File: config.mk
export PLATFORM = sky130hd
export DESIGN_NAME = asynch_toggle_receiver
export DESIGN_NICKNAME = d
export VERILOG_FILES = /design/src/rtl/asynch_toggle_receiver.sv
export SDC_FILE = /design/constraint.sdc
export NUM_CORES = 1
export LEC_CHECK = 0
export CAP_MARGIN = 20
export CORE_ASPECT_RATIO = 0.9
export CORE_UTILIZATION = 44
export CTS_BUF_LIST = sky130_fd_sc_hd__clkbuf_8
export DETAILED_ROUTE_END_ITERATION = 7
export GPL_ROUTABILITY_DRIVEN = 0
export PLACE_DENSITY = 0.71
export SYNTH_ARGS = -nofsm -noshare
export SYNTH_HDL_FRONTEND = slang
export SYNTH_SLANG_ARGS = --single-unit
File: constraint.sdc
create_clock -name clk -period 1.62 [get_ports clk]
set_input_delay 0.405 -clock clk [delete_from_list [all_inputs] [get_ports clk]]
set_output_delay 0.405 -clock clk [all_outputs]
set_load 0.03 [all_outputs]
File: src/rtl/asynch_toggle_receiver.sv
// Receiving end of a toggle-handshake clock-domain crossing.
// The remote transmitter presents data together with a request toggle. Only
// the toggle is synchronized. Once the synchronized toggle differs from the
// expected value, the data bits are known to have been stable for several
// cycles, so they are sampled directly into a 2-entry local FIFO. The
// acknowledge toggle is returned from a flop, so it cannot glitch.
module asynch_toggle_receiver #(
    parameter int BW_DATA  = 4,
    parameter int BW_BUS   = BW_DATA + 1,
    parameter int NUM_SYNC = 2
) (
    input  logic               clk,
    input  logic               rst,
    input  logic [BW_BUS-1:0]  async_bus,
    output logic               async_ack,
    output logic               rx_valid,
    output logic [BW_DATA-1:0] rx_data,
    input  logic               rx_ready,
    output logic [1:0]         rx_count
);

    logic [NUM_SYNC-1:0]         sync_q, sync_d;
    logic                        exp_tog_q, exp_tog_d;
    logic                        ack_q, ack_d;
    logic [1:0][BW_DATA-1:0]     mem_q, mem_d;
    logic                        head_q, head_d;
    logic [1:0]                  count_q, count_d;

    logic                        sync_tog;
    logic                        pending;
    logic                        capture;
    logic                        pop;
    logic                        tail;

    // Handshake decode and next-state computation for synchronizer, ack and FIFO
    always_comb begin
        sync_d    = {sync_q[NUM_SYNC-2:0], async_bus[BW_BUS-1]};
        sync_tog  = sync_q[NUM_SYNC-1];
        pending   = sync_tog ^ exp_tog_q;
        capture   = pending && (count_q != 2'd2);
        pop       = (count_q != 2'd0) && rx_ready;
        tail      = head_q ^ count_q[0];

        exp_tog_d = exp_tog_q;
        ack_d     = ack_q;
        mem_d     = mem_q;
        head_d    = head_q;
        count_d   = count_q;

        if (capture) begin
            mem_d[tail] = async_bus[BW_DATA-1:0];
            exp_tog_d   = ~exp_tog_q;
            ack_d       = ~ack_q;
        end

        if (pop) begin
            head_d = ~head_q;
        end

        case ({capture, pop})
            2'b10:   count_d = count_q + 2'd1;
            2'b01:   count_d = count_q - 2'd1;
            default: count_d = count_q;
        endcase
    end

    // State registers; reset clears the FIFO contents so rx_data reads zero
    always_ff @(posedge clk) begin
        if (rst) begin
            sync_q    <= '0;
            exp_tog_q <= 1'b0;
            ack_q     <= 1'b0;
            mem_q     <= '0;
            head_q    <= 1'b0;
            count_q   <= 2'd0;
        end else begin
            sync_q    <= sync_d;
            exp_tog_q <= exp_tog_d;
            ack_q     <= ack_d;
            mem_q     <= mem_d;
            head_q    <= head_d;
            count_q   <= count_d;
        end
    end

    assign async_ack = ack_q;
    assign rx_valid  = (count_q != 2'd0);
    assign rx_data   = mem_q[head_q];
    assign rx_count  = count_q;

endmodule

==> results.yml <==
yosys:
  synth_cell_type_count: 23
  synth.ff_latch_count: 15
  netlist_instances: 72
  synthesis.yosys.warnings: 0
  netlist.area_leader.share: 0.4089
  netlist_area_sq_um: 734.5
  most_area_consuming_cells_after_synthesis: "sky130_fd_sc_hd__dfxtp_1 41%, sky130_fd_sc_hd__mux2i_1 12%, sky130_fd_sc_hd__nand2b_1 11%"
  number_of_enable_type_register_cells_in_the_synthesized_netlist: 0
  post_synth.cell_area_avg_sq_um: 10.20
  yosys.area.top_type: "sky130_fd_sc_hd__dfxtp_1"
  syn_nets: 81
  yosysSeqAreaShare: 0.4089
  postSynth.asyncResetShare: 0
  postSynth.topFlopCell: "sky130_fd_sc_hd__dfxtp_1"
die:
  fp.dieArea_sq_um: 1837
  floorplan.initialDensity: 0.4908
  core-area_sq_um: 1496
  die_y_um: 40.76
  num_io_pins: 16
  die_width_um: 45.07
  std_cell_rows: 13
route:
  route.vias.total: 549
  avgRoutedWirePerCell_um: 11.80
  postRouteWirelength_mm: 1.392
  detail-route-antenna-nets: 0
  detail_route.iter0.violations: 3
  first_pass_iters: 3
  drt-vias-per-instance: 4.653
  drt_drc_violations_left: 0
setup_path:
  setup.reg_to_reg.worst_slack_ns: 0.10
  kind_of_end_point_of_the_critical_path: "output port"
  reg2reg_to: "mem_q[2]$_SDFFE_PP0P_"
  critPathLaunchType: "flop"
  crit_path_max_fanout: 6
  criticalPathCategory: "reg2out"
  cell_count_of_the_worst_reg_to_reg_path: 5
  worstReg2RegStart: "rx_count[0]$_SDFFE_PP0P_"
  worstSetupStartpoint: "head_q$_SDFFE_PP0P_"
  critical_path_required_ns: 1.21
  timing.critical_path.arrival_ns: 1.15
clocking:
  tritoncts.num_buffers: 3
  clk_path_buf_depth: 2
  cts.sinks: 15
  cts_tree: "yes"
  htree_num_levels: 1
  cts-hold-fix-buffers: 0
  clock-root-buffer: "sky130_fd_sc_hd__clkbuf_8"
  clk-insertion-delay-late_ns: 0.25
  cts_post_setup_buffers_inserted: 0
  clock_pin_slew_worst_setup_and_hold_paths_ns: 0.06
grt:
  grt-ovfl-total: 0
  grt_pass1_wl_mm: 2.373
  maximum_number_of_pins_on_one_net_before_global_route_repair: 16
  grt_antenna_before_repair: 0
  global_route.usage.total: 0.1987
  grt_pass1_vias: 522
layout:
  fin_nets: 106
  finish.cell_count_without_fillers: 118
  layout.core_utilization: 0.6639
  syn_to_final_growth_pct: 35.26
  antenna-diode-count: 0
  layout-drive-gt1-share: 0.3125
job:
  reported_max_cap_violation_count: 0
timing:
  setup_tns_ns: 0
  final-max-slew-violation-count: 0
  final.setup_skew_ns: 0.0008238
  max_freq_ghz: 0.6428
  setup_violations: 0
  final_min_period_over_clock_period: 0.9602
  post-route-min-period_ns: 1.556
  finalHoldViolCount: 0
  slew_headroom: 0.7304
  holdWs_ns: 0.4408
  worstMarginPinSlew_ns: 0.4015
place:
  post-dp-hpwl_um: 943.9
  placed_insts: 114
  port-buffer-count: 15
power_and_ir_drop:
  power_density_nw_per_um2: 1448
  vdd_drop_max_v: 0.001007
  total_leakage_power_nw: 0.4421
hold_path:
  holdCritStartpoint: "sync_q[0]$_SDFF_PP0_"
  hold_end: "sync_q[1]$_SDFF_PP0_"
  min_path_type: "reg2reg"
  hold_path_depth: 1
run_status:
  outcome: "finished clean"
-- cell families after synthesis --
logic type,Yosys count,share of synthesized area
xor gates and xnor gates,5,0.05964
AOI/OAI and AO/OA,7,0.07156
DFF,15,0.4089
and+or+nand+nor,27,0.2232
muxes,13,0.1840
adders and majority gates,1,0.01703
buffers and inverters,4,0.03578
-- cell usage after synthesis, types with 2 or more instances --
cell type and instances:
sky130_fd_sc_hd__a21oi_1 2, sky130_fd_sc_hd__clkbuf_1 2, sky130_fd_sc_hd__dfxtp_1 15, sky130_fd_sc_hd__mux2_2 4
sky130_fd_sc_hd__mux2i_1 9, sky130_fd_sc_hd__nand2_1 2, sky130_fd_sc_hd__nand2b_1 13, sky130_fd_sc_hd__nor2_1 3
sky130_fd_sc_hd__nor2b_1 3, sky130_fd_sc_hd__o21ai_0 2, sky130_fd_sc_hd__or3_1 2, sky130_fd_sc_hd__xnor2_1 3
sky130_fd_sc_hd__xor2_1 2
-- routing by layer --
layer | vias to the layer above | track usage | routed length [um]
met3 | 5 | 0.08370 | 57
li1 | 289 | - | -
met4 | 0 | 0.1894 | 43
met5 | - | 0 | 0
met1 | 246 | 0.2308 | 698
met2 | 9 | 0.2754 | 592
-- repair_timing --
item,CTS,global route
gates cloned,0,0
setup endpoints to repair,8,3
pin swaps,0,1
resized for setup,23,7
-- registers in the layout, summed over array words and instances (netlist names) --
name       flops
async_ack      1
exp_tog_q      1
head_q         1
mem_q          8
rx_count       2
sync_q         2
-- critical path: stages (launching register included) --
cell and delay (ns):
sky130_fd_sc_hd__dfxtp_4 0.38, sky130_fd_sc_hd__mux2_2 0.34, sky130_fd_sc_hd__buf_2 0.18
-- cell type report --
cell class / instances / area [sq um]
Fill cell: 129 / 503.0
Multi-Input combinational cell: 53 / 422.9
Sequential cell: 15 / 307.8
Timing Repair Buffer: 24 / 188.9
Clock buffer: 3 / 41.29
Tap cell: 22 / 27.53
Clock inverter: 1 / 5.005
-- cells in the final DEF, fill, tap and decap left out --
master	instances
sky130_fd_sc_hd__nand2_1	2
sky130_fd_sc_hd__a21oi_4	1
sky130_fd_sc_hd__buf_4	9
sky130_fd_sc_hd__or3_4	1
sky130_fd_sc_hd__dfxtp_4	2
sky130_fd_sc_hd__clkbuf_2	1
sky130_fd_sc_hd__a21oi_1	2
sky130_fd_sc_hd__clkbuf_8	3
sky130_fd_sc_hd__xor2_2	1
sky130_fd_sc_hd__dlygate4sd2_1	3
sky130_fd_sc_hd__xor2_1	1
sky130_fd_sc_hd__nand2b_4	1
sky130_fd_sc_hd__buf_2	4
sky130_fd_sc_hd__nor3b_1	1
sky130_fd_sc_hd__clkinv_2	1
sky130_fd_sc_hd__nand2b_1	12
sky130_fd_sc_hd__clkdlybuf4s50_1	7
sky130_fd_sc_hd__and2b_1	1
sky130_fd_sc_hd__or2_2	1
sky130_fd_sc_hd__dfxtp_1	13
sky130_fd_sc_hd__nor2b_1	3
sky130_fd_sc_hd__mux2_2	4
sky130_fd_sc_hd__mux2i_1	9
sky130_fd_sc_hd__o21ai_0	2
sky130_fd_sc_hd__o21ai_2	1
sky130_fd_sc_hd__xnor2_1	3
sky130_fd_sc_hd__o21a_1	1
sky130_fd_sc_hd__ha_1	1
sky130_fd_sc_hd__nor2_1	3
sky130_fd_sc_hd__or3_1	2
-- worst max-delay path by stage --
stage	to	cells after the start
finish	rx_data[1]	2
global route	rx_count[1]$_SDFFE_PP0P_	5
CTS	rx_data[1]	2
detailed placement	rx_count[1]$_SDFFE_PP0P_	5
global placement	rx_count[1]$_SDFFE_PP0P_	5
floorplan	rx_count[1]$_SDFFE_PP0P_	6
-- report_power, final --
group	internal [mW]	switching, mW	leakage (nW)
Combinational	0.324	0.332	0.293
Clock	0.171	0.134	0.0255
Sequential	0.438	0.0401	0.124
Total	0.932	0.506	0.442
-- through the flow --
stage / instance area (sq um) / power (mW) / setup WS (ns)
CTS: 985.9 / 1.441 / -0.07180
global placement: 957.2 / 1.158 / -0.1702
global route: 993.5 / 1.531 / -0.005030
finish: 993.5 / 1.438 / 0.06442
detailed placement: 957.2 / 1.164 / -0.1732
floorplan: 738.2 / 0.9419 / 0.02485
(Power assumes the default switching activity.)
